$ cat config.mk
export PLATFORM = sky130hd
export DESIGN_NAME = hazard_ctrl
export DESIGN_NICKNAME = d
export VERILOG_FILES = /design/src/rtl/hazard_ctrl.sv
export SDC_FILE = /design/constraint.sdc
export NUM_CORES = 1
export LEC_CHECK = 0
export CORE_MARGIN = 5
export CORE_UTILIZATION = 31
export DETAILED_ROUTE_END_ITERATION = 8
export GPL_TIMING_DRIVEN = 0
export HOLD_SLACK_MARGIN = 0.15
export PLACE_DENSITY = 0.79
export SYNTH_ARGS = -nofsm -noshare
export SYNTH_HDL_FRONTEND = slang
export SYNTH_SLANG_ARGS = --single-unit
$ cat constraint.sdc
create_clock -name clk -period 2.44 [get_ports clk]
set_clock_uncertainty 0.15 [all_clocks]
set_input_delay 0.366 -clock clk [delete_from_list [all_inputs] [get_ports clk]]
set_output_delay 0.366 -clock clk [all_outputs]
set_load 0.1 [all_outputs]
$ cat src/rtl/hazard_ctrl.sv
// hazard_ctrl: central stall/flush controller for the 5-stage pipeline.
// Produces the write-enable and flush of the PC and each pipeline register,
// resolves load-use, memory wait, branch and HLT, sequences the HLT drain
// and reports the halted state.
// Optional feature macro: HZRD_PERF_EN (stall-cycle counter on stall_cnt;
// when undefined stall_cnt is tied to zero and no counter flops exist).
module hazard_ctrl #(
  parameter logic [3:0] OP_LW     = 4'b1000,
  parameter logic [3:0] OP_HLT    = 4'b1111,
  parameter int         DRAIN_CYC = 3
) (
  input  logic        clk,
  input  logic        rst,
  input  logic [3:0]  id_op,
  input  logic [3:0]  id_rs,
  input  logic [3:0]  id_rt,
  input  logic        id_uses_rs,
  input  logic        id_uses_rt,
  input  logic [3:0]  ex_op,
  input  logic [3:0]  ex_rd,
  input  logic        branch_taken,
  input  logic        imem_busy,
  input  logic        mem_busy,
  output logic        pc_we,
  output logic        if_id_we,
  output logic        id_ex_we,
  output logic        ex_mem_we,
  output logic        mem_wb_we,
  output logic        if_id_flush,
  output logic        id_ex_flush,
  output logic        halted,
  output logic [15:0] stall_cnt
);

  localparam int CW = (DRAIN_CYC < 2) ? 1 : $clog2(DRAIN_CYC + 1);

  typedef enum logic [1:0] {
    S_RUN    = 2'b00,
    S_DRAIN  = 2'b01,
    S_HALTED = 2'b10
  } state_t;

  state_t          state_r;
  state_t          state_nxt_s;
  logic [CW-1:0]   drain_cnt_r;
  logic [CW-1:0]   drain_cnt_nxt_s;
  logic            lu_s;

  // Load-use: a load in EX writes a register the ID instruction reads ($0 excluded).
  assign lu_s = (ex_op == OP_LW) && (ex_rd != 4'd0) &&
                ((id_uses_rs && (ex_rd == id_rs)) || (id_uses_rt && (ex_rd == id_rt)));

  // Halted flag comes straight from the state flop, so it is registered.
  assign halted = (state_r == S_HALTED);

  // State and drain counter registers.
  always_ff @(posedge clk or posedge rst) begin
    if (rst) begin
      state_r     <= S_RUN;
      drain_cnt_r <= '0;
    end else begin
      state_r     <= state_nxt_s;
      drain_cnt_r <= drain_cnt_nxt_s;
    end
  end

  // Next-state and per-stage enable/flush decode; reset forces everything low.
  always_comb begin
    state_nxt_s     = state_r;
    drain_cnt_nxt_s = drain_cnt_r;
    pc_we           = 1'b0;
    if_id_we        = 1'b0;
    id_ex_we        = 1'b0;
    ex_mem_we       = 1'b0;
    mem_wb_we       = 1'b0;
    if_id_flush     = 1'b0;
    id_ex_flush     = 1'b0;
    if (rst) begin
      state_nxt_s     = S_RUN;
      drain_cnt_nxt_s = '0;
    end else begin
      case (state_r)
        S_RUN: begin
          if (mem_busy) begin
            // full freeze: every enable and flush stays low
            pc_we = 1'b0;
          end else if (lu_s) begin
            // hold PC and IF/ID, inject a bubble behind the load
            id_ex_we    = 1'b1;
            ex_mem_we   = 1'b1;
            mem_wb_we   = 1'b1;
            id_ex_flush = 1'b1;
          end else if (id_op == OP_HLT) begin
            // let HLT move on, stop fetching, start the drain
            if_id_we        = 1'b1;
            id_ex_we        = 1'b1;
            ex_mem_we       = 1'b1;
            mem_wb_we       = 1'b1;
            if_id_flush     = 1'b1;
            drain_cnt_nxt_s = CW'(DRAIN_CYC);
            state_nxt_s     = S_DRAIN;
          end else if (branch_taken) begin
            // squash the wrong-path fetch; an outstanding fetch still holds the PC
            pc_we       = ~imem_busy;
            if_id_we    = 1'b1;
            id_ex_we    = 1'b1;
            ex_mem_we   = 1'b1;
            mem_wb_we   = 1'b1;
            if_id_flush = 1'b1;
          end else if (imem_busy) begin
            // no instruction available: feed a NOP into IF/ID
            if_id_we    = 1'b1;
            id_ex_we    = 1'b1;
            ex_mem_we   = 1'b1;
            mem_wb_we   = 1'b1;
            if_id_flush = 1'b1;
          end else begin
            pc_we     = 1'b1;
            if_id_we  = 1'b1;
            id_ex_we  = 1'b1;
            ex_mem_we = 1'b1;
            mem_wb_we = 1'b1;
          end
        end
        S_DRAIN: begin
          if (mem_busy) begin
            // frozen: counter holds, nothing moves
            drain_cnt_nxt_s = drain_cnt_r;
          end else begin
            if_id_we        = 1'b1;
            id_ex_we        = 1'b1;
            ex_mem_we       = 1'b1;
            mem_wb_we       = 1'b1;
            if_id_flush     = 1'b1;
            drain_cnt_nxt_s = drain_cnt_r - CW'(1);
            if (drain_cnt_r <= CW'(1)) begin
              drain_cnt_nxt_s = '0;
              state_nxt_s     = S_HALTED;
            end else begin
              state_nxt_s = S_DRAIN;
            end
          end
        end
        S_HALTED: begin
          state_nxt_s = S_HALTED;
        end
        default: begin
          state_nxt_s     = S_RUN;
          drain_cnt_nxt_s = '0;
        end
      endcase
    end
  end

`ifdef HZRD_PERF_EN
  logic        stall_inc_s;
  logic [15:0] stall_cnt_r;

  // A stall cycle is a RUN cycle where the PC is held by mem_busy, load-use or imem_busy.
  assign stall_inc_s = (state_r == S_RUN) &&
                       (mem_busy || lu_s || (imem_busy && (id_op != OP_HLT)));

  // Saturating stall-cycle counter.
  always_ff @(posedge clk or posedge rst) begin
    if (rst) begin
      stall_cnt_r <= 16'h0000;
    end else if (stall_inc_s && (stall_cnt_r != 16'hFFFF)) begin
      stall_cnt_r <= stall_cnt_r + 16'h0001;
    end else begin
      stall_cnt_r <= stall_cnt_r;
    end
  end

  assign stall_cnt = stall_cnt_r;
`else
  assign stall_cnt = 16'h0000;
`endif

endmodule

==> metrics.txt <==
status=finished, final reports clean; synth warn=0; H-tree Lvls=1; Die X=53.6 µm; CP arrival=1.90 ns; Clk network pwr share=19.1%; largest net degree at the start of global routing=9; Slew Limit Headroom=36.3%; port bufs=34; Synth top cells by count=buf_4, xor2_1, nor2_1, nor3_1, dfrtp_1; Clock Path Buffers=2; WL final=2.31 mm; Seq/Total Area, Yosys=between 10% and 20%; r2r startpoint=drain_cnt_r[0]; Crit path largest cell delay=0.41 ns; Num CTS Buffers=3; antenna violations before repair=0; initial DRC count=1; Via density=4.60; Post-Synthesis Cells=76; crit path capture type=output port; Levels on crit path=8; share of cells above drive strength 1=between 40% and 50%; Distinct cells, synth=30; async set-reset flop share out of synthesis=100%; die area=about 0.0029 mm²; total congestion overflow=0; TritonRoute pass-1 iters=4; Design Area, Final=0.00133 mm²; Critical R2R Capture=drain_cnt_r[0]; final-report hold violation count=0; area grow syn2layout=125%; gpl congestion=about 0.74; Net Sw Power=0.000238 W; Final Max Slew Viols=0; DP HPWL=1.50 mm; met3 usage=4.16%; Worst Reg2Reg Path Length in Cells=5; Placement Cell Area=0.00106 mm²; Tcrit/Tclk final=a little over nine tenths; buffer and inverter count on the worst path=3; Fillers=143; Pint=0.000237 W; worst hold path class=in -> reg; CTS clk-pin slew, worst paths=0.04 ns; Pwr per Cell Area=359 mW/mm²; Worst path top cell family by delay=simple AND/OR/NAND/NOR gates; Gate power share=around two thirds; CP required=1.92 ns; minimum clock period=roughly 2.4 ns; M2 GR Usage=a little under a third; Synth area leader=buf_4; Worst Setup SP=id_rs[2]; vias=772; Max Cap Viol=0; Pwr Total=0.000476 W; Synth Area per Inst=7.77 µm²; most common cell in the synthesized netlist=buf_4; core area=0.00176 mm²; DIE HEIGHT=53.6 µm; number of global-route vias before repair=762; row count=15; crit path kind=in -> out; Tightest Pin Transition=0.959 ns; switching share of power=50.1%; CTS tree=built; routed length per instance=approximately 14 µm; Slowest cell on crit path=or3b_4; Ports=between 50 and 60; RSZ-0062 raised after global routing=yes; Hold WS=0.305 ns; reg2reg setup slack=1.05 ns; synth top area cells=buf_4, dfrtp_1, xor2_1; Top Usage Layer GRT=met2; drc violations=0; Clock Sinks=4; Post-synth EDFFs=0; worst skew pair latency=0.23 ns; upper clock frequency limit=a little over 400 MHz; Nets=171; LEAKAGE=around 0.69 nW; peak supply drop=394 µV; global-route usage over all layers=14.9%; Final Setup Violations=0; CTS Root Cell=clkbuf_4; met1 Usage GRT=14.6%; Routed Antenna Nets=0; mapped cell area=591 µm²; first-pass GRT wire length=3.20 mm; register share of total power=between 10 and 15%; Seq cells post-synth=4; crit path to=if_id_flush; crit start category=primary input; initial core utilization=33.5%; diode count=0; crit path cell chain=dlygate4sd2_1 > xnor2_2 > or3b_4 > o22ai_4 > buf_6 > o21ai_2 > and2_4 > buf_12; CP Max Fanout=2; area fraction of the dominant cell type after synthesis=22.9%; ys flop type=dfrtp_1
-- worst reg2reg max path, cell delays in order (launching register included) --
cell,delay [ns]
dfrtp_1,0.42
nand2b_1,0.17
a21oi_1,0.15
a21oi_1,0.05
a2bb2oi_1,0.15
a211oi_2,0.21
-- flip-flops by register name, indices dropped and copies added (netlist names) --
signal / cells
drain_cnt_r: 2
state_r: 2
-- per-stage QoR --
step / utilization [%] / setup TNS [ns] / setup WS [ns] / cells
after global placement: 60.4 / -5.91 / -1.26 / 150
after detailed placement: 60.4 / -6.13 / -1.31 / 150
final: 75.2 / 0 / 0.0246 / 168
after CTS: 68.2 / -0.0295 / -0.0295 / 163
after global routing: 75.2 / -0.0455 / -0.0224 / 168
after floorplan: - / -1.57 / -0.753 / 91
-- final cells by class --
| class | instances | area, µm² | share of cell area (%) |
|---|---|---|---|
| multi-input combinational | 67 | 527 | 39.7 |
| timing repair buffer | 48 | 498 | 37.5 |
| clock buffer | 4 | 26.3 | 1.98 |
| inverter | 2 | 7.51 | 0.566 |
| tap | 25 | 31.3 | 2.36 |
| sequential | 4 | 101 | 7.64 |
| buffer | 18 | 135 | 10.2 |
-- power groups by stage --
stage / sequential, W / clock (W) / combinational [W]
5_1_grt: 0.0000697 / 0.000101 / 0.000328
3_5_place_dp: 0.0000704 / 0 / 0.000275
4_1_cts: 0.0000695 / 0.0000920 / 0.000297
2_1_floorplan: 0.0000700 / 0 / 0.000209
3_3_place_gp: 0.0000703 / 0 / 0.000273
6_report: 0.0000696 / 0.0000906 / 0.000315
-- logic make-up (layout without fill, tap and decap cells) --
family | after synthesis | count (layout) | share of synthesized area (%)
other | 1 | 16 | 0.635
flip-flops | 4 | 4 | 16.9
XOR/XNOR | 8 | 8 | 11.9
AO/OA/AOI/OAI | 14 | 14 | 16.5
buffers and inverters | 20 | 72 | 24.2
AND/OR/NAND/NOR | 29 | 29 | 29.9
-- worst min path at each step --
stage	slack, ns	end	depth (start not counted)	from
after floorplan	-0.009	drain_cnt_r[0]	1	rst
after detailed placement	0.47	drain_cnt_r[1]	2	drain_cnt_r[1]
final	0.30	drain_cnt_r[0]	2	rst
after CTS	0.36	drain_cnt_r[0]	2	rst
after global placement	0.45	drain_cnt_r[1]	2	drain_cnt_r[1]
after global routing	0.30	drain_cnt_r[0]	2	rst
-- metal layers --
metal	vias to the layer above	wire length (µm)	part of all wire, %
met1	359	736	32
met2	32	1330	58
met4	0	87	3.8
li1	373	-	-
met5	-	0	0
met3	8	154	6.7
-- layout by cell type (no fill, tap or decap), types with 2 or more instances in the layout --
cell type        netlist  layout
dlymetal6s2s_1         0      10
buf_6                  0       4
xnor2_2                0       2
nor2_1                 5       5
clkbuf_4               0       3
nor3_1                 5       3
conb_1                 1      16
o22ai_1                2       2
clkbuf_2               0       2
inv_1                  2       2
a21oi_1                3       3
nor4_1                 3       2
clkdlybuf4s50_1        0       8
buf_4                 18      29
or3b_4                 0       2
nor3_4                 0       2
nand4b_1               2       2
dfrtp_1                4       3
o21ai_0                3       2
xor2_2                 0       3
dlygate4sd2_1          0       5
buf_12                 0       3
xor2_1                 6       3
nand2_1                3       2
-- repair_timing --
item,CTS,global route
setup buffers,9,4
pin swaps,8,14
gates cloned,0,0
hold buffers,0,1
gates resized for setup,63,32
endpoints found under the hold margin,0,4
endpoints found under the setup margin,8,7
Power figures use the tool's default switching activity.
